### src/rtl/sync_fifo_flags.sv
// sync_fifo_flags: single-clock FIFO with occupancy count, almost-full /
// almost-empty thresholds and sticky overflow/underflow error flags.
// Optional feature macro: SYNC_FIFO_FWFT_EN selects first-word-fall-through
// reads. Without it, r_data is registered with one cycle of read latency.
// Full and empty come from the occupancy count, not from a pointer compare,
// so the pointers need no extra wrap bit.

module sync_fifo_flags #(
  parameter int WIDTH     = 8,
  parameter int DEPTH     = 8,
  parameter int AF_THRESH = DEPTH - 2,
  parameter int AE_THRESH = 1
) (
  input  logic                       clk,
  input  logic                       rst,
  input  logic                       winc,
  input  logic [WIDTH-1:0]           w_data,
  input  logic                       rinc,
  output logic [WIDTH-1:0]           r_data,
  output logic                       full,
  output logic                       empty,
  output logic                       almost_full,
  output logic                       almost_empty,
  output logic [$clog2(DEPTH):0]     count,
  output logic                       overflow,
  output logic                       underflow,
  input  logic                       err_clr
);

  localparam int AW = $clog2(DEPTH);
  localparam int CW = AW + 1;

  localparam logic [CW-1:0] DEPTH_C = CW'(DEPTH);
  localparam logic [CW-1:0] AF_C    = CW'(AF_THRESH);
  localparam logic [CW-1:0] AE_C    = CW'(AE_THRESH);

  logic [WIDTH-1:0] mem [DEPTH];
  logic [AW-1:0]    wptr;
  logic [AW-1:0]    rptr;
  logic             wr_ok;
  logic             rd_ok;

  // Flags depend only on the registered count, so winc/rinc never reach them.
  assign full         = (count == DEPTH_C);
  assign empty        = (count == '0);
  assign almost_full  = (count >= AF_C);
  assign almost_empty = (count <= AE_C);

  // Acceptance uses the pre-edge flags: a full FIFO rejects writes even if a
  // read happens in the same cycle, and an empty FIFO rejects reads likewise.
  assign wr_ok = winc & ~full;
  assign rd_ok = rinc & ~empty;

  // Storage array; deliberately left without reset.
  always_ff @(posedge clk) begin
    if (wr_ok) begin
      mem[wptr] <= w_data;
    end
  end

  // Pointer and occupancy bookkeeping.
  always_ff @(posedge clk or posedge rst) begin
    if (rst) begin
      wptr  <= '0;
      rptr  <= '0;
      count <= '0;
    end else begin
      if (wr_ok) begin
        wptr <= wptr + 1'b1;
      end
      if (rd_ok) begin
        rptr <= rptr + 1'b1;
      end
      if (wr_ok && !rd_ok) begin
        count <= count + 1'b1;
      end else if (rd_ok && !wr_ok) begin
        count <= count - 1'b1;
      end
    end
  end

  // Sticky error flags; a clear wins over a set in the same cycle.
  always_ff @(posedge clk or posedge rst) begin
    if (rst) begin
      overflow  <= 1'b0;
      underflow <= 1'b0;
    end else if (err_clr) begin
      overflow  <= 1'b0;
      underflow <= 1'b0;
    end else begin
      if (winc && full) begin
        overflow <= 1'b1;
      end
      if (rinc && empty) begin
        underflow <= 1'b1;
      end
    end
  end

`ifdef SYNC_FIFO_FWFT_EN
  // The head word is always presented; its value is meaningless while empty.
  assign r_data = mem[rptr];
`else
  // Registered read port: the popped word is valid the cycle after the pop.
  always_ff @(posedge clk or posedge rst) begin
    if (rst) begin
      r_data <= '0;
    end else if (rd_ok) begin
      r_data <= mem[rptr];
    end
  end
`endif

endmodule

### config.mk
export PLATFORM = sky130hd
export DESIGN_NAME = sync_fifo_flags
export DESIGN_NICKNAME = d
export VERILOG_FILES = /design/src/rtl/sync_fifo_flags.sv
export SDC_FILE = /design/constraint.sdc
export NUM_CORES = 1
export LEC_CHECK = 0
export ABC_AREA = 0
export CORE_UTILIZATION = 59
export DETAILED_ROUTE_END_ITERATION = 8
export GPL_TIMING_DRIVEN = 0
export PLACE_DENSITY = 0.77
export SLEW_MARGIN = 20
export SYNTH_ARGS = -nofsm -noshare
export SYNTH_HDL_FRONTEND = slang
export SYNTH_SLANG_ARGS = --single-unit
### constraint.sdc
create_clock -name clk -period 3.6 [get_ports clk]
set_clock_uncertainty 0.05 [all_clocks]
set_input_delay 0.9 -clock clk [delete_from_list [all_inputs] [get_ports clk]]
set_output_delay 0.9 -clock clk [all_outputs]
set_load 0.005 [all_outputs]
Word-level counts from Yosys, hierarchy flattened --
Memories as Yosys holds them, arrays and structs flattened. A register that Yosys moved wholly into a read port is not among the register bits. Index checks and enable logic that the tools add are counted.
Word-level totals: bits of input ports 13, memories kept 1, latch bits 0, output and inout port bits 18, bits in read-only memories 0, RAM bits 64, bits in registers 12
Memories:
- mem | words 8, width 8, rd ports 1, clocked after Yosys merged registers in 1, wr ports 1, line 37 | logic [WIDTH-1:0] mem [DEPTH];
Operators by class: add/subtract/negate cells 4, multipliers 0, equality and inequality tests 1, reductions and logical operators 10, div/mod/pow operators 0, magnitude comparators 2, shift-type cells 0, bitwise operators 4, muxes and demuxes 8
Operator list (count):
- $mux 4 | 2
- $add 3x1->3 const B | 2
- $mux 1 | 6
- $reduce_bool 2->1 | 3
- $add 4x1->4 const B | 1
- $eq 4x4->1 const B | 1
- $ge 4x3->1 const B | 1
- $le 4x1->1 const B | 1
- $logic_and 1x1->1 | 4
- $logic_not 4->1 | 1
- $sub 4x1->4 const B | 1
- $and 1x1->1 | 2
- $logic_not 1->1 | 2
- $not 1->1 | 2

Logic depth before layout (Yosys ltp) --
Gate-level depths: netlist of the first run.
depth in word-level cells 7, mapped depth 9

Worst setup path after synthesis of the first run --
No wires, ideal clock.
path type reg2reg, from reg count[0], to reg count[3], path slack 1331 ps, cell stages (with the launch flop) 10, data arrival time 2140 ps, library setup time 79 ps, path buffers 1, cells stage by stage dfrtp_1 > inv_1 > ha_1 > nor3b_1 > nand2b_1 > buf_4 > ha_1 > or4_1 > a21oi_2 > xor2_1
Between the ends: longest elaborated chain between the ends 6, elaborated cells on any way between the ends 15
RTL lines:
- start: declaration | line 24 | output logic [$clog2(DEPTH):0] count,
- start signal: assignment | line 75 | count <= count + 1'b1;
- start signal: assignment | line 77 | count <= count - 1'b1;
- parallel branches: the longest is 6 deep, another holds $sub 4x1->4
Parallel ways; which one is timed is not known. The select of a mux whose other input is x is not followed. A chain may end at the register's enable or synchronous reset.

Final worst setup path of the first run --
from reg count[1], to out empty
Between the ends: longest elaborated chain between the ends 1
RTL lines:
- $logic_not 4->1 | line 45 | assign empty = (count == '0);
- end: declaration | line 21 | output logic empty,
No other way between the ends.

==> impl_metrics.yaml, run 1 <==
synthesis:
  synthesis.area_mm2: 0.00347
  syn_area_per_cell_um2: 15.9
  syn-instance-count: 218
  synth_cell_types: 30
  yosys_warnings: 0
  synth_top_area_frac: 0.554
  yosysSeqAreaShare: 0.698
  netlist.top_cell.by_area: "edfxtp_1"
  synth-async-reset-ratio: 0.238
  synth_edf_count: 64
  syn_nets: 239
  synthTopCellsByArea: "edfxtp_1 (55%), dfrtp_1 (14%), mux2i_1 (4.9%)"
  yosys_register_bits: 84
  yosys_most_used_dff: "edfxtp_1"
cts:
  holdBufCountCts: 0
  cts_resized: 0
  postCtsSetupBuffers: 0
  clockBufferDepth: 2
  cts_root_buf: "clkbuf_8"
  cts_tree: "built"
  clkSlewWorstSetupHoldPaths_ns: 0.09
  clkSinkCount: 84
  numCtsBuffers: 9
  htreeDepth: 3
  clk_latency_ns: 0.35
placement:
  io_buffers: 30
  dp_cells: 320
  dp_slack_ns: 0.423
  dp_hpwl_mm: 4.26
  routabilityCongestion: 0.721
sta:
  tightest_slew_ns: 0.796
  timing.fmax_mhz: 314
  hold_viol_final: 0
  min_period_over_period: 0.884
  rsz0062_at_grt: "false"
  fin_crit_ns: 3.18
  slew_headroom: 0.468
  finalSetupViolations: 0
  finalSetupTns_ns: 0
  slew_viol_final: 0
  fin_ws_ns: 0.418
finish:
  mostFrequentLayoutCells: "edfxtp_1 (64), clkdlybuf4s50_1 (30), dfrtp_1 (20)"
  num_antenna_cells: 0
  postLayoutCoreUtil: 0.730
  final_cells: 336
  num-nets-final: 280
  final_common_cell: "edfxtp_1"
  layout-drive-gt1-share: 0.117
  area_growth_pct: 17.3
  fillCellCount: 377
floorplanning:
  dieWidth_um: 78.7
  fp.dieH_um: 78.7
  start_util: 0.623
  rows: 27
  die_area_mm2: 0.00619
  ios: 31
  core_area_mm2: 0.00557
outcome:
  status: "completed"
setup_path:
  worst_ep_required_time_ns: 2.65
  crit_path_cell_trace: "inv_1 -> ha_1 -> nor3b_1 -> buf_2 -> clkdlybuf4s50_1"
  startpoint_type: "flip-flop"
  crit_slowest_cell: "clkdlybuf4s50_1"
  r2r_start: "count[1]"
  slowest_delay_ns: 0.53
  critPathArrivalTime_ns: 2.23
  critPathCaptureType: "output pin"
  crit_path_start: "count[1]"
  crit_type: "flip-flop to output pin"
  crit_fanout: 10
  path_buf_inv: 3
  critPathTopFamily: "buffers and inverters"
grt:
  antenna_found_initial: 0
  grt_overflow_total: 0
  grt_pass1_vias: 1903
  grt_max_degree: 21
  grt_usage: 0.224
  grt_pass1_wl_mm: 9.85
power_and_ir_drop:
  power_density_mw_per_mm2: 781
  vdd_drop_max_v: 0.000385
  p_leak_uw: 0.00149
routing:
  wl_per_cell_um: 18.3
  vias: 1924
  first_pass_iters: 4
  drc: 0
  vias_per_cell: 5.73
  routed_wl_mm: 6.14
  ant_nets: 0
  drt_iter0_drc: 197
min_path:
  min-delay-start: "overflow"
  worstHoldPathType: "flip-flop to flip-flop"
job:
  cap_violations: 0
[synthesized netlist by cell type (3+ instances only)]
| master | n |
|---|---|
| o21ai_0 | 10 |
| inv_1 | 6 |
| edfxtp_1 | 64 |
| xor2_1 | 3 |
| o22ai_1 | 8 |
| nand3b_1 | 3 |
| mux2_2 | 5 |
| nand2b_1 | 5 |
| nor3_1 | 3 |
| buf_6 | 3 |
| mux2i_1 | 17 |
| mux2_1 | 13 |
| nor2_1 | 11 |
| a22o_1 | 8 |
| nand2_1 | 4 |
| xnor2_1 | 5 |
| ha_1 | 8 |
| dfrtp_1 | 20 |
| o31ai_1 | 6 |
[state kept, by name (all words and copies together), names as in the netlist]
signal / flops
r_data: 8
wptr: 3
rptr: 3
count: 4
mem: 64
underflow: 1
overflow: 1
[power by group]
group | total [uW] | internal, uW | leakage (uW) | switching [uW]
Combinational | 1100 | 557 | 0.000578 | 545
Sequential | 1410 | 1270 | 0.000821 | 138
Clock | 668 | 323 | 0.0000935 | 345
Total | 3180 | 2150 | 0.00149 | 1030
[per-stage QoR]
stage	power (uW)	cell area (um2)	hold WS [ns]
after floorplan	2110	3470	0.435
after CTS	3190	4070	0.462
after global routing	3350	4070	0.501
final	3180	4070	0.464
after global placement	2490	3860	0.429
after detailed placement	2530	3870	0.442
[final timing paths]
| path | to | slack [ns] | depth (start not counted) |
|---|---|---|---|
| max | empty | 0.42 | 5 |
| max reg2reg | count[3] | 1.14 | 9 |
| max in group asynchronous | underflow | 2.06 | 2 |
| min reg2reg | overflow | 0.46 | 2 |
| min in group asynchronous | count[1] | 0.94 | 2 |
| min | overflow | 0.46 | 2 |
[worst min-delay path: stages, from the launching register on]
cell	delay [ns]
dfrtp_1	0.35
a21oi_1	0.04
nor2_1	0.08
[layout make-up]
| type | count | area [um2] | area share |
|---|---|---|---|
| sequential | 84 | 2420 | 0.595 |
| tap | 72 | 90.1 | 0.0221 |
| clock buffer | 9 | 124 | 0.0304 |
| multi-input combinational | 120 | 975 | 0.239 |
| timing repair buffer | 30 | 300 | 0.0738 |
| buffer | 8 | 61.3 | 0.0151 |
| clock inverter | 7 | 75.1 | 0.0184 |
| inverter | 6 | 22.5 | 0.00553 |
[cells by family (layout without fill, tap and decap cells)]
group | Yosys count | after routing | synth area share
flops | 84 | 84 | 0.698
compound gates | 37 | 37 | 0.0746
mux | 35 | 35 | 0.107
simple gates | 32 | 32 | 0.0469
buf+inv | 14 | 60 | 0.0241
fa+ha+maj | 8 | 8 | 0.0288
xor+xnor | 8 | 8 | 0.0202
[metal layers]
layer / up-vias / part of all wire / global-route usage
li1: 912 / - / -
met1: 955 / 0.48 / 0.330
met2: 48 / 0.46 / 0.323
met3: 9 / 0.044 / 0.0506
met4: 0 / 0.014 / 0.0963
met5: - / 0 / 0
No activity file was read; power rests on OpenSTA's default activity.
==> run 2, diff against run 1 <==
--- a/config.mk
+++ b/config.mk
@@ -6,6 +6,7 @@
 export NUM_CORES = 1
 export LEC_CHECK = 0
 export ABC_AREA = 0
+export CORE_MARGIN = 4
 export CORE_UTILIZATION = 59
 export DETAILED_ROUTE_END_ITERATION = 8
 export GPL_TIMING_DRIVEN = 0
==> impl_metrics.yaml, run 2 (synthesis gave the netlist of run 1 again) <==
cts:
  clockBufferDepth: 2
  cts_tree: "built"
  postCtsSetupBuffers: 0
  clkSinkCount: 84
  htreeDepth: 3
  holdBufCountCts: 0
  cts_root_buf: "clkbuf_8"
  cts_resized: 0
  clkSlewWorstSetupHoldPaths_ns: 0.08
  clk_latency_ns: 0.35
  numCtsBuffers: 9
setup_path:
  startpoint_type: "flip-flop"
  crit_type: "flip-flop to output pin"
  path_buf_inv: 3
  crit_path_cell_trace: "inv_1 -> ha_1 -> nor3b_1 -> buf_2 -> clkdlybuf4s50_1"
  critPathArrivalTime_ns: 2.20
  crit_slowest_cell: "clkdlybuf4s50_1"
  critPathTopFamily: "buffers and inverters"
  crit_fanout: 10
  critPathCaptureType: "output pin"
  worst_ep_required_time_ns: 2.65
  slowest_delay_ns: 0.55
power_and_ir_drop:
  power_density_mw_per_mm2: 778
  p_leak_uw: 0.00149
  vdd_drop_max_v: 0.000515
  combinationalPowerShare: 0.351
  power_frac_seq: 0.447
  p_sw_uw: 1010
  p_sw_frac: 0.320
  internal-power_uw: 2140
  power_frac_clock: 0.202
floorplanning:
  ios: 31
  fp.dieH_um: 84.7
  dieWidth_um: 84.7
  start_util: 0.619
  core_area_mm2: 0.00561
  die_area_mm2: 0.00717
  rows: 27
routing:
  ant_nets: 0
  wl_per_cell_um: 19.1
  drc: 0
  vias: 1910
  first_pass_iters: 4
  vias_per_cell: 5.68
  routed_wl_mm: 6.43
  drt_iter0_drc: 130
finish:
  top_regs: "mem (64), r_data (8), count (4)"
  final_common_cell: "edfxtp_1"
  final_area_mm2: 0.00406
  num-nets-final: 280
  top_register: "mem"
  area_growth_pct: 16.8
  largest_reg_flops: 64
  layout-drive-gt1-share: 0.110
  mostFrequentLayoutCells: "edfxtp_1 (64), clkdlybuf4s50_1 (30), dfrtp_1 (20)"
  num_antenna_cells: 0
sta:
  timing.fmax_mhz: 318
  tightest_slew_ns: 0.782
  rsz0062_at_grt: "false"
  fin_ws_ns: 0.450
  min_period_over_period: 0.875
  finalSetupTns_ns: 0
  fin_crit_ns: 3.15
  hold_slack_ns: 0.464
  hold_viol_final: 0
  finalSetupViolations: 0
  slew_headroom: 0.477
  slew_viol_final: 0
grt:
  grt_max_degree: 21
  grt_overflow_total: 0
  antenna_found_initial: 0
  grt_pass1_vias: 1937
  grt_usage: 0.194
  grt_pass1_wl_mm: 10.2
min_path:
  worstHoldPathType: "flip-flop to flip-flop"
placement:
  routabilityCongestion: 0.739
  dp_slack_ns: 0.548
  placed_cell_area_mm2: 0.00387
  io_buffers: 30
  dp_hpwl_mm: 4.48
job:
  cap_violations: 0
outcome:
  status: "completed"
[run 2: cell count changes in the layout (fill, tap and decap cells not counted)]
| cell | previous run | this run |
|---|---|---|
| clkinv_4 | 2 | 1 |
| clkbuf_1 | 0 | 2 |
| clkinvlp_4 | 2 | 0 |
| clkinv_2 | 0 | 2 |
| inv_6 | 1 | 0 |
[run 2: path summary, 6_finish.rpt]
path                       slack (ns)   endpoint  cells past startpoint      from
max in group asynchronous        2.07    wptr[2]                      2       rst
max reg2reg                      1.16   count[3]                      9  count[0]
min                              0.46   overflow                      2  overflow
min in group asynchronous        0.94  r_data[7]                      2       rst
max                              0.45      empty                      5  count[0]
min reg2reg                      0.46   overflow                      2  overflow
[run 2: power by group through the flow]
stage               Clock (uW)  Sequential (uW)  Combinational, uW
floorplan                    0             1400                708
global placement             0             1410               1090
detailed placement           0             1430               1110
CTS                        648             1410               1120
global route               692             1440               1200
finish                     637             1410               1110
[run 2: worst register-to-register path, cell delays in order, from the launching register on]
cell and delay, ns:
dfrtp_1 0.47, inv_1 0.12, ha_1 0.23, nor3b_1 0.15, nand2b_1 0.18, buf_4 0.19, ha_1 0.25, or4_1 0.43
a21oi_2 0.16, xor2_1 0.15
[run 2: layout make-up]
type,count,area [um2]
Fill cell,398,1550
Buffer,8,61.3
Timing Repair Buffer,30,300
Clock buffer,11,131
Tap cell,72,90.1
Sequential cell,84,2420
Clock inverter,5,52.6
Multi-Input combinational cell,120,975
Inverter,6,22.5
[run 2: layer usage]
layer | GRT usage | wire, um
met5 | 0 | 0
met1 | 0.262 | 2880
met2 | 0.300 | 3060
met3 | 0.0422 | 391
met4 | 0.0950 | 102
[run 2: per-stage QoR]
stage | utilization | std cells | total power [uW]
floorplan | - | 218 | 2110
global placement | 0.689 | 320 | 2500
detailed placement | 0.689 | 320 | 2540
CTS | 0.722 | 336 | 3180
global route | 0.723 | 336 | 3340
finish | 0.723 | 336 | 3150
==> run 3, diff against run 2 <==
--- a/config.mk
+++ b/config.mk
@@ -8,6 +8,7 @@
 export ABC_AREA = 0
 export CORE_MARGIN = 4
 export CORE_UTILIZATION = 59
+export CTS_CLUSTER_DIAMETER = 60
 export DETAILED_ROUTE_END_ITERATION = 8
 export GPL_TIMING_DRIVEN = 0
 export PLACE_DENSITY = 0.77
==> results of run 3 <==
Final layout, timing and power as in run 2 (identical DEF).
